<file path="src/rtl/btn_event.sv">
// btn_event: turns a debounced button level into press / release /
// long-press / auto-repeat event pulses plus a registered "held" level.
// Every output comes straight from a flop.
// Pulses are one clock wide and mutually exclusive.
// A release seen at the same edge as a terminal count wins over it.
module btn_event #(
    parameter int LONG_CYCLES   = 10_000_000,
    parameter int REPEAT_CYCLES = 2_500_000,
    parameter int CNT_W         = 24
) (
    input  logic clk,
    input  logic rst,
    input  logic btn_level,
    output logic press,
    output logic release_pulse,
    output logic long_press,
    output logic repeat_pulse,
    output logic held
);

    typedef enum logic [1:0] {
        IDLE  = 2'b00,
        PRESS = 2'b01,
        LONG  = 2'b10
    } state_t;

    // Terminal counts: the counter runs 0..N-1, so an event lands N cycles
    // after the previous one.
    localparam logic [CNT_W-1:0] LONG_TERM   = CNT_W'(LONG_CYCLES - 1);
    localparam logic [CNT_W-1:0] REPEAT_TERM = CNT_W'(REPEAT_CYCLES - 1);
    localparam logic [CNT_W-1:0] CNT_ZERO    = {CNT_W{1'b0}};
    localparam logic [CNT_W-1:0] CNT_ONE     = {{(CNT_W-1){1'b0}}, 1'b1};

    state_t           state_r;
    state_t           state_next_s;
    logic [CNT_W-1:0] cnt_r;
    logic [CNT_W-1:0] cnt_next_s;
    logic             press_next_s;
    logic             release_next_s;
    logic             long_next_s;
    logic             repeat_next_s;
    logic             held_next_s;

    // Next-state, next-count and next-pulse decode for the hold tracker.
    always_comb begin
        state_next_s   = state_r;
        cnt_next_s     = cnt_r;
        press_next_s   = 1'b0;
        release_next_s = 1'b0;
        long_next_s    = 1'b0;
        repeat_next_s  = 1'b0;
        case (state_r)
            IDLE: begin
                if (btn_level) begin
                    state_next_s = PRESS;
                    cnt_next_s   = CNT_ZERO;
                    press_next_s = 1'b1;
                end else begin
                    cnt_next_s   = CNT_ZERO;
                end
            end
            PRESS: begin
                if (!btn_level) begin
                    // Release takes priority over a coincident terminal count.
                    state_next_s   = IDLE;
                    cnt_next_s     = CNT_ZERO;
                    release_next_s = 1'b1;
                end else if (cnt_r == LONG_TERM) begin
                    state_next_s = LONG;
                    cnt_next_s   = CNT_ZERO;
                    long_next_s  = 1'b1;
                end else begin
                    cnt_next_s   = cnt_r + CNT_ONE;
                end
            end
            LONG: begin
                if (!btn_level) begin
                    state_next_s   = IDLE;
                    cnt_next_s     = CNT_ZERO;
                    release_next_s = 1'b1;
                end else if (cnt_r == REPEAT_TERM) begin
                    cnt_next_s    = CNT_ZERO;
                    repeat_next_s = 1'b1;
                end else begin
                    cnt_next_s    = cnt_r + CNT_ONE;
                end
            end
            default: begin
                // Illegal encoding: fall back to IDLE silently.
                state_next_s = IDLE;
                cnt_next_s   = CNT_ZERO;
            end
        endcase
        held_next_s = (state_next_s != IDLE);
    end

    // State, counter and registered outputs; async reset clears everything.
    always_ff @(posedge clk or posedge rst) begin
        if (rst) begin
            state_r       <= IDLE;
            cnt_r         <= CNT_ZERO;
            press         <= 1'b0;
            release_pulse <= 1'b0;
            long_press    <= 1'b0;
            repeat_pulse  <= 1'b0;
            held          <= 1'b0;
        end else begin
            state_r       <= state_next_s;
            cnt_r         <= cnt_next_s;
            press         <= press_next_s;
            release_pulse <= release_next_s;
            long_press    <= long_next_s;
            repeat_pulse  <= repeat_next_s;
            held          <= held_next_s;
        end
    end

endmodule
</file>
<file path="config.mk">
export PLATFORM = sky130hd
export DESIGN_NAME = btn_event
export DESIGN_NICKNAME = d
export VERILOG_FILES = /design/src/rtl/btn_event.sv
export SDC_FILE = /design/constraint.sdc
export NUM_CORES = 1
export LEC_CHECK = 0
export BUFFER_PORTS_ARGS = -buffer_cell sky130_fd_sc_hd__buf_2
export CAP_MARGIN = 5
export CORE_UTILIZATION = 34
export DETAILED_ROUTE_END_ITERATION = 12
export SKIP_LAST_GASP = 1
export SYNTH_ARGS = -nofsm -noshare
export SYNTH_HDL_FRONTEND = slang
export SYNTH_SLANG_ARGS = --single-unit
export TNS_END_PERCENT = 30
</file>
<file path="constraint.sdc">
create_clock -name clk -period 4.7 [get_ports clk]
set_input_delay 0.705 -clock clk [delete_from_list [all_inputs] [get_ports clk]]
set_output_delay 0.705 -clock clk [all_outputs]
set_load 0.03 [all_outputs]
</file>
==> results.py, run 1 <==
metrics = {
    "synthesis": {
        "ys_seq_area_frac": 0.487,
        "synth_enable_flop_cells": 0,
        "synth_top_area_share": 0.487,
        "synthesis.yosys.warnings": 0,
        "synth_async_sr_flop_share": 1.00,
        "cell_with_the_most_instances_after_synthesis": "sky130_fd_sc_hd__nor2_1",
        "synth_seq_cells": 31,
        "syn-instance-count": 156,
        "synth_area_leaders": "sky130_fd_sc_hd__dfrtp_1, sky130_fd_sc_hd__xor2_1, sky130_fd_sc_hd__nor2_1",
        "mappedNetlistArea_um2": 1590,
        "synth_cell_types": 35,
        "yosys_most_used_dff": "sky130_fd_sc_hd__dfrtp_1",
        "synth_area_leader_cell": "sky130_fd_sc_hd__dfrtp_1",
        "syn_nets": 164,
        "synth.avg_cell_area_um2": 10.2,
        "synth.cells.most_frequent": "sky130_fd_sc_hd__nor2_1, sky130_fd_sc_hd__dfrtp_1, sky130_fd_sc_hd__xor2_1, sky130_fd_sc_hd__nand2_1, sky130_fd_sc_hd__nand3_1",
    },
    "setup_path": {
        "regToRegEndpoint": "cnt_r[16]",
        "crit_path_end": "cnt_r[16]",
        "element_type_at_the_critical_path_start": "flip-flop",
        "timing.setup.critical_path_class": "reg2reg",
        "max_stage_delay_ns": 0.84,
        "crit_required_ns": 4.84,
        "critPathCaptureType": "flip-flop",
        "timing.critical_path.arrival_ns": 2.35,
        "timing.critical_path.buf_inv": 1,
        "logic_depth_of_the_worst_path_buffers_included": 6,
        "startpoint": "cnt_r[0]",
        "timing.critical_path.fanout_max": 5,
        "slack_of_the_worst_reg_to_reg_path_ns": 2.49,
        "r2r_cells": 6,
        "timing.critical_path.max_delay_family": "simple AND/OR/NAND/NOR gates",
        "critical_path.slowest_cell": "sky130_fd_sc_hd__nor4_1",
        "crit-reg2reg-launch": "cnt_r[0]",
        "crit_chain": "ha_1 > inv_1 > nor4_1 > nand4_1 > xor2_1 > nor2_1",
    },
    "final_layout": {
        "area_growth_pct": 11.0,
        "design_area_final_um2": 1770,
        "num_antenna_cells": 0,
        "layout-drive-gt1-share": 0.131,
        "fill_cells": 429,
        "fin_nets": 176,
    },
    "clocking": {
        "tritoncts_clock_tree": "yes",
        "clk_pin_slew_worst_paths_ns": 0.06,
        "cts_hold_repair.buffers": 0,
        "clk-insertion-delay-late_ns": 0.28,
        "cts_repair_resize_count": 0,
        "cts_max_path_bufs": 2,
        "cts_inserted_buffers": 5,
        "root_buffer": "sky130_fd_sc_hd__clkbuf_8",
        "cts.sinks": 31,
        "post-cts-setup-buffer-count": 0,
        "h-tree-depth": 2,
    },
    "route": {
        "drc_errors": 0,
        "vias": 1101,
        "wl_um": 3010,
        "count_of_routing_violations_after_the_opening_detailed_route_iteration": 28,
        "wl_per_cell_um": 13.7,
        "drt_pass1_iterations": 4,
        "vias_per_cell": 5.00,
        "antenna_violating_nets_post_route": 0,
    },
    "sta": {
        "grt_setup_unrepaired": "false",
        "final.min_clock_period_ns": 2.21,
        "transition_time_of_the_tightest_slew_check_pin_ns": 0.960,
        "max_clock_freq_mhz": 453,
        "skew_ns": 0.00125,
        "fin_setup_tns_ns": 0,
        "worst_slew_margin_rel": 0.354,
        "number_of_failing_hold_endpoints_at_the_final_stage": 0,
        "endpoints_failing_setup": 0,
        "min_period_over_period": 0.470,
        "timing.final.max_slew_violations": 0,
    },
    "global_routing": {
        "global_route_wire_length_before_repair_um": 5490,
        "grt_use_total": 0.141,
        "overflow": 0,
        "grt_pass1_vias": 1172,
        "grt_max_degree": 32,
        "grt_antenna_before_repair": 0,
    },
    "floorplanning": {
        "floorplan.rows": 24,
        "ioPinCount": 8,
        "fp.dieW_um": 70.4,
        "start_util": 0.361,
        "die_height_um": 70.4,
        "core_area_um2": 4410,
        "die_area_um2": 4960,
    },
    "min_path": {
        "hold_start": "cnt_r[0]",
        "type_of_the_most_critical_hold_path": "reg2reg",
    },
    "place": {
        "place_area_um2": 1670,
        "dp_hpwl_um": 2220,
        "buffer_ports.inserted": 7,
        "gp_congestion": 0.825,
    },
    "power": {
        "total_power_uw": 618,
        "power_per_cell_area_nw_per_um2": 350,
        "power.leakage_nw": 0.743,
        "worst_ir_drop_vdd_uv": 139,
    },
    "status": {
        "outcome": "complete, no violations",
    },
    "run": {
        "maxCapViolations": 0,
    },
}
## layout make-up
| class | instances | area (um^2) | area share |
|---|---|---|---|
| Clock buffer | 6 | 82.6 | 0.0467 |
| Clock inverter | 1 | 5.00 | 0.00283 |
| Inverter | 5 | 18.8 | 0.0106 |
| Multi-Input combinational cell | 117 | 771 | 0.436 |
| Sequential cell | 31 | 776 | 0.439 |
| Tap cell | 52 | 65.1 | 0.0368 |
| Timing Repair Buffer | 8 | 50.0 | 0.0283 |
## placed cells by master, fill, tap and decap left out, types with 5 or more instances in the layout
cell type,count
sky130_fd_sc_hd__nand2_1,12
sky130_fd_sc_hd__nor2_1,33
sky130_fd_sc_hd__nand3_1,11
sky130_fd_sc_hd__dfrtp_1,31
sky130_fd_sc_hd__nand4_1,6
sky130_fd_sc_hd__xnor2_1,5
sky130_fd_sc_hd__xor2_1,17
sky130_fd_sc_hd__clkbuf_8,6
sky130_fd_sc_hd__ha_1,5
sky130_fd_sc_hd__buf_2,7
sky130_fd_sc_hd__inv_1,5
## worst min path at each step
| stage | end | slack, ns | cells past startpoint |
|---|---|---|---|
| floorplan | cnt_r[0] | 0.45 | 1 |
| global placement | cnt_r[0] | 0.48 | 1 |
| detailed placement | cnt_r[0] | 0.48 | 1 |
| CTS | cnt_r[0] | 0.49 | 1 |
| global route | cnt_r[0] | 0.51 | 1 |
| finish | cnt_r[0] | 0.49 | 1 |
## power breakdown
group | internal [mW] | total [mW] | switching, mW
sequential | 0.284 | 0.294 | 0.0107
combinational | 0.0396 | 0.118 | 0.0781
clock | 0.115 | 0.206 | 0.0914
## cells by family (layout without fill, tap and decap cells)
group / Yosys count / in the layout / synth area share
and+or+nand+nor: 82 / 82 / 0.278
buffers and inverters: 8 / 20 / 0.0291
AOI/OAI and AO/OA: 8 / 8 / 0.0456
xor gates and xnor gates: 22 / 22 / 0.121
adders and majority gates: 5 / 5 / 0.0393
DFF: 31 / 31 / 0.487
## sequential cells by signal, summed over array words and instances, names as in the netlist
| signal | count |
|---|---|
| press | 1 |
| release_pulse | 1 |
| state_r | 2 |
| long_press | 1 |
| repeat_pulse | 1 |
| cnt_r | 24 |
| held | 1 |
## layer usage
metal	vias to the layer above	GRT usage	share of wire
li1	550	-	-
met1	531	0.188	0.49
met2	15	0.223	0.46
met3	5	0.0346	0.028
met4	0	0.0467	0.014
met5	-	0	0
## metrics by stage
step	worst slack (ns)	utilization	hold slack, ns	std cells
final	2.49	0.401	0.493	220
after global routing	2.29	0.401	0.510	220
after CTS	2.44	0.397	0.494	219
after detailed placement	2.49	0.377	0.485	212
after global placement	2.54	0.377	0.476	212
after floorplan	2.86	-	0.450	156
No activity file was read; power rests on OpenSTA's default activity.
==> inputs of run 2 (changes only) <==
--- a/config.mk
+++ b/config.mk
@@ -5,6 +5,7 @@
 export SDC_FILE = /design/constraint.sdc
 export NUM_CORES = 1
 export LEC_CHECK = 0
+export ABC_AREA = 1
 export BUFFER_PORTS_ARGS = -buffer_cell sky130_fd_sc_hd__buf_2
 export CAP_MARGIN = 5
 export CORE_UTILIZATION = 34
==> constraint.sdc (replaced) <==
create_clock -name clk -period 2.3 [get_ports clk]
set_input_delay 0.345 -clock clk [delete_from_list [all_inputs] [get_ports clk]]
set_output_delay 0.345 -clock clk [all_outputs]
set_load 0.03 [all_outputs]
==> run 2 against run 1 <==
Compared with the run above: combinational power rose by 93%; global-route usage grew 1.8 points; non-clock buffer count unchanged; count of clock-buffer cells in the layout grew 1; sequential share of layout area shrank 5.7 points; synthesized cell count rose by 63%; setup slack got worse by 2.0 ns; core utilization fell by 0.79 points; first-iteration DRC count increased to 2.9 times the previous value; sequential power up 110%; clock skew increased by 0.0062 ns; critical endpoint is now cnt_r[17].
==> results.py, run 2 <==
metrics = {
    "floorplanning": {
        "die_area_um2": 5760,
        "start_util": 0.359,
        "ioPinCount": 8,
        "floorplan.rows": 26,
        "die_height_um": 75.9,
        "core_area_um2": 5170,
        "fp.dieW_um": 75.9,
    },
    "final_layout": {
        "commonest_cells_after_routing_fill_and_taps_aside": "sky130_fd_sc_hd__nand2_1, sky130_fd_sc_hd__nor2_1, sky130_fd_sc_hd__inv_1",
        "regs_by_ff_count": "cnt_r x24, state_r x2",
        "fin_nets": 273,
        "final_util": 0.393,
        "largest_register_ff_count": 24,
        "biggest_register": "cnt_r",
        "num_antenna_cells": 0,
        "layout-drive-gt1-share": 0.0977,
        "mostFrequentLayoutCell": "sky130_fd_sc_hd__nand2_1",
        "area_growth_pct": 9.44,
    },
    "synthesis": {
        "synthesized_area_fraction_occupied_by_ao_oa_aoi_and_oai_cells": 0.0290,
        "synth.cells.most_frequent": "sky130_fd_sc_hd__nand2_1, sky130_fd_sc_hd__nor2_1, sky130_fd_sc_hd__inv_1, sky130_fd_sc_hd__dfrtp_1, sky130_fd_sc_hd__xor2_1",
        "synth_simple_gate_area_share": 0.358,
        "synthesis.yosys.warnings": 0,
        "synth_async_sr_flop_share": 1.00,
        "synth_mux_area_frac": 0,
        "synth_seq_cells": 31,
        "syn-instance-count": 255,
        "main_combinational_cell_family_by_area_after_synthesis": "simple AND/OR/NAND/NOR gates",
        "mappedNetlistArea_um2": 1860,
        "syn_nets": 263,
        "synthAdderAreaFrac": 0.0337,
        "cell_with_the_most_instances_after_synthesis": "sky130_fd_sc_hd__nand2_1",
        "synth_top_area_share": 0.418,
        "synth_cell_types": 24,
        "yosys.area_share.xor_xnor": 0.0708,
        "synth_area_leader_cell": "sky130_fd_sc_hd__dfrtp_1",
        "yosys_most_used_dff": "sky130_fd_sc_hd__dfrtp_1",
        "synth_enable_flop_cells": 0,
        "ys_seq_area_frac": 0.418,
        "synth.avg_cell_area_um2": 7.28,
        "synth_area_leaders": "sky130_fd_sc_hd__dfrtp_1, sky130_fd_sc_hd__nand2_1, sky130_fd_sc_hd__nor2_1",
    },
    "setup_path": {
        "timing.setup.critical_path_class": "reg2reg",
        "timing.critical_path.fanout_max": 23,
        "crit_chain": "ha_1 > nand2_1 > nor2_1 > nand3_1 > nor2_1 > o21ai_2 > nand2_2 > nor2_1",
        "regToRegEndpoint": "cnt_r[17]",
        "crit_required_ns": 2.45,
        "r2r_cells": 8,
        "max_stage_delay_ns": 0.40,
        "critPathCaptureType": "flip-flop",
        "crit-reg2reg-launch": "cnt_r[0]",
        "cp_common_cell": "sky130_fd_sc_hd__nor2_1",
        "timing.critical_path.arrival_ns": 1.98,
        "critical_path.slowest_cell": "sky130_fd_sc_hd__dfrtp_1",
        "timing.critical_path.buf_inv": 0,
        "element_type_at_the_critical_path_start": "flip-flop",
        "startpoint": "cnt_r[0]",
        "timing.critical_path.max_delay_family": "simple AND/OR/NAND/NOR gates",
        "slack_of_the_worst_reg_to_reg_path_ns": 0.47,
    },
    "clocking": {
        "cts_inserted_buffers": 5,
        "cts_max_path_bufs": 2,
        "cts.sinks": 31,
        "post-cts-setup-buffer-count": 0,
        "clk-insertion-delay-late_ns": 0.28,
        "tritoncts_clock_tree": "yes",
        "cts_hold_repair.buffers": 0,
        "h-tree-depth": 2,
        "cts_repair_resize_count": 0,
        "clk_pin_slew_worst_paths_ns": 0.06,
        "root_buffer": "sky130_fd_sc_hd__clkbuf_8",
    },
    "global_routing": {
        "grt_antenna_before_repair": 0,
        "overflow": 0,
        "grt_use_total": 0.159,
        "global_route_wire_length_before_repair_um": 6680,
        "grt_max_degree": 32,
        "grt_pass1_vias": 1475,
    },
    "power": {
        "power.leakage_nw": 0.878,
        "worst_ir_drop_vdd_uv": 336,
        "power_per_cell_area_nw_per_um2": 609,
    },
    "sta": {
        "worst_slew_margin_rel": 0.705,
        "number_of_failing_hold_endpoints_at_the_final_stage": 0,
        "fin_setup_tns_ns": 0,
        "timing.final.max_slew_violations": 0,
        "grt_setup_unrepaired": "false",
        "skew_ns": 0.00742,
        "transition_time_of_the_tightest_slew_check_pin_ns": 0.442,
        "final.min_clock_period_ns": 1.83,
        "max_clock_freq_mhz": 547,
        "endpoints_failing_setup": 0,
        "min_period_over_period": 0.795,
    },
    "route": {
        "wl_per_cell_um": 11.6,
        "drt_pass1_iterations": 4,
        "vias": 1534,
        "antenna_violating_nets_post_route": 0,
        "wl_um": 3890,
        "vias_per_cell": 4.57,
        "count_of_routing_violations_after_the_opening_detailed_route_iteration": 80,
        "drc_errors": 0,
    },
    "place": {
        "buffer_ports.inserted": 7,
        "dp_hpwl_um": 2940,
        "gp_congestion": 0.876,
    },
    "min_path": {
        "type_of_the_most_critical_hold_path": "in2async",
    },
    "status": {
        "outcome": "complete, no violations",
    },
    "run": {
        "maxCapViolations": 0,
    },
}
run 2: cell count changes in the layout (fill, tap and decap cells not counted), moves of 3 or more:
cell	before	now
sky130_fd_sc_hd__nand2_1	12	64
sky130_fd_sc_hd__inv_1	5	33
sky130_fd_sc_hd__nor2_1	33	51
sky130_fd_sc_hd__nor3_1	2	12
sky130_fd_sc_hd__o21ai_0	0	4
sky130_fd_sc_hd__xor2_1	17	13
sky130_fd_sc_hd__a21oi_1	0	3
sky130_fd_sc_hd__xnor2_1	5	2
run 2: worst reg2reg max path, delay by kind of cell, from the launching register on:
| kind | cells | cell delay (ns) |
|---|---|---|
| compound gates | 1 | 0.08 |
| flops | 1 | 0.40 |
| fa+ha+maj | 1 | 0.24 |
| simple gates | 6 | 0.98 |
run 2: power breakdown:
part	total (mW)	internal (mW)	switching [mW]
Combinational	0.228	0.0650	0.163
Sequential	0.603	0.578	0.0250
Clock	0.405	0.212	0.193
run 2: how the worst max path moves through the flow:
stage          slack [ns]  cells past startpoint         to
2_1_floorplan        0.84                      9  cnt_r[23]
3_3_place_gp         0.54                      8  cnt_r[17]
3_5_place_dp         0.49                      8  cnt_r[11]
4_1_cts              0.48                      8  cnt_r[17]
5_1_grt              0.25                      8  cnt_r[17]
6_report             0.47                      8  cnt_r[17]
run 2: area by class of cell:
cell class / count / area [um^2]
Inverter: 35 / 131
Clock inverter: 1 / 5.00
Multi-Input combinational cell: 184 / 912
Fill cell: 553 / 3140
Timing Repair Buffer: 8 / 42.5
Sequential cell: 31 / 776
Tap cell: 70 / 87.6
Clock buffer: 7 / 76.3
run 2: metrics by stage:
step	setup slack (ns)	std cells	cell area, um^2	hold WS (ns)	power [mW]
2_1_floorplan	0.841	255	1860	0.449	0.798
3_5_place_dp	0.485	328	1950	0.447	0.844
4_1_cts	0.479	336	2030	0.147	1.25
3_3_place_gp	0.543	328	1950	0.441	0.838
5_1_grt	0.251	336	2030	0.171	1.32
6_report	0.471	336	2030	0.124	1.24
run 2: logic make-up after synthesis:
logic type / count (synthesis)
AO/OA/AOI/OAI: 10
XOR/XNOR: 15
adder cells (fa/ha/maj): 5
buffers and inverters: 40
flip-flops: 31
AND/OR/NAND/NOR: 154
run 2: metal layers:
layer  part of all wire  track usage  vias up  routed length, um
met4              0.018       0.0617        0                 69
met3              0.034       0.0410        8                132
met2               0.45        0.247       30               1740
met5                  0            0        -                  0
met1               0.50        0.213      689               1950
li1                   -            -      807                  -
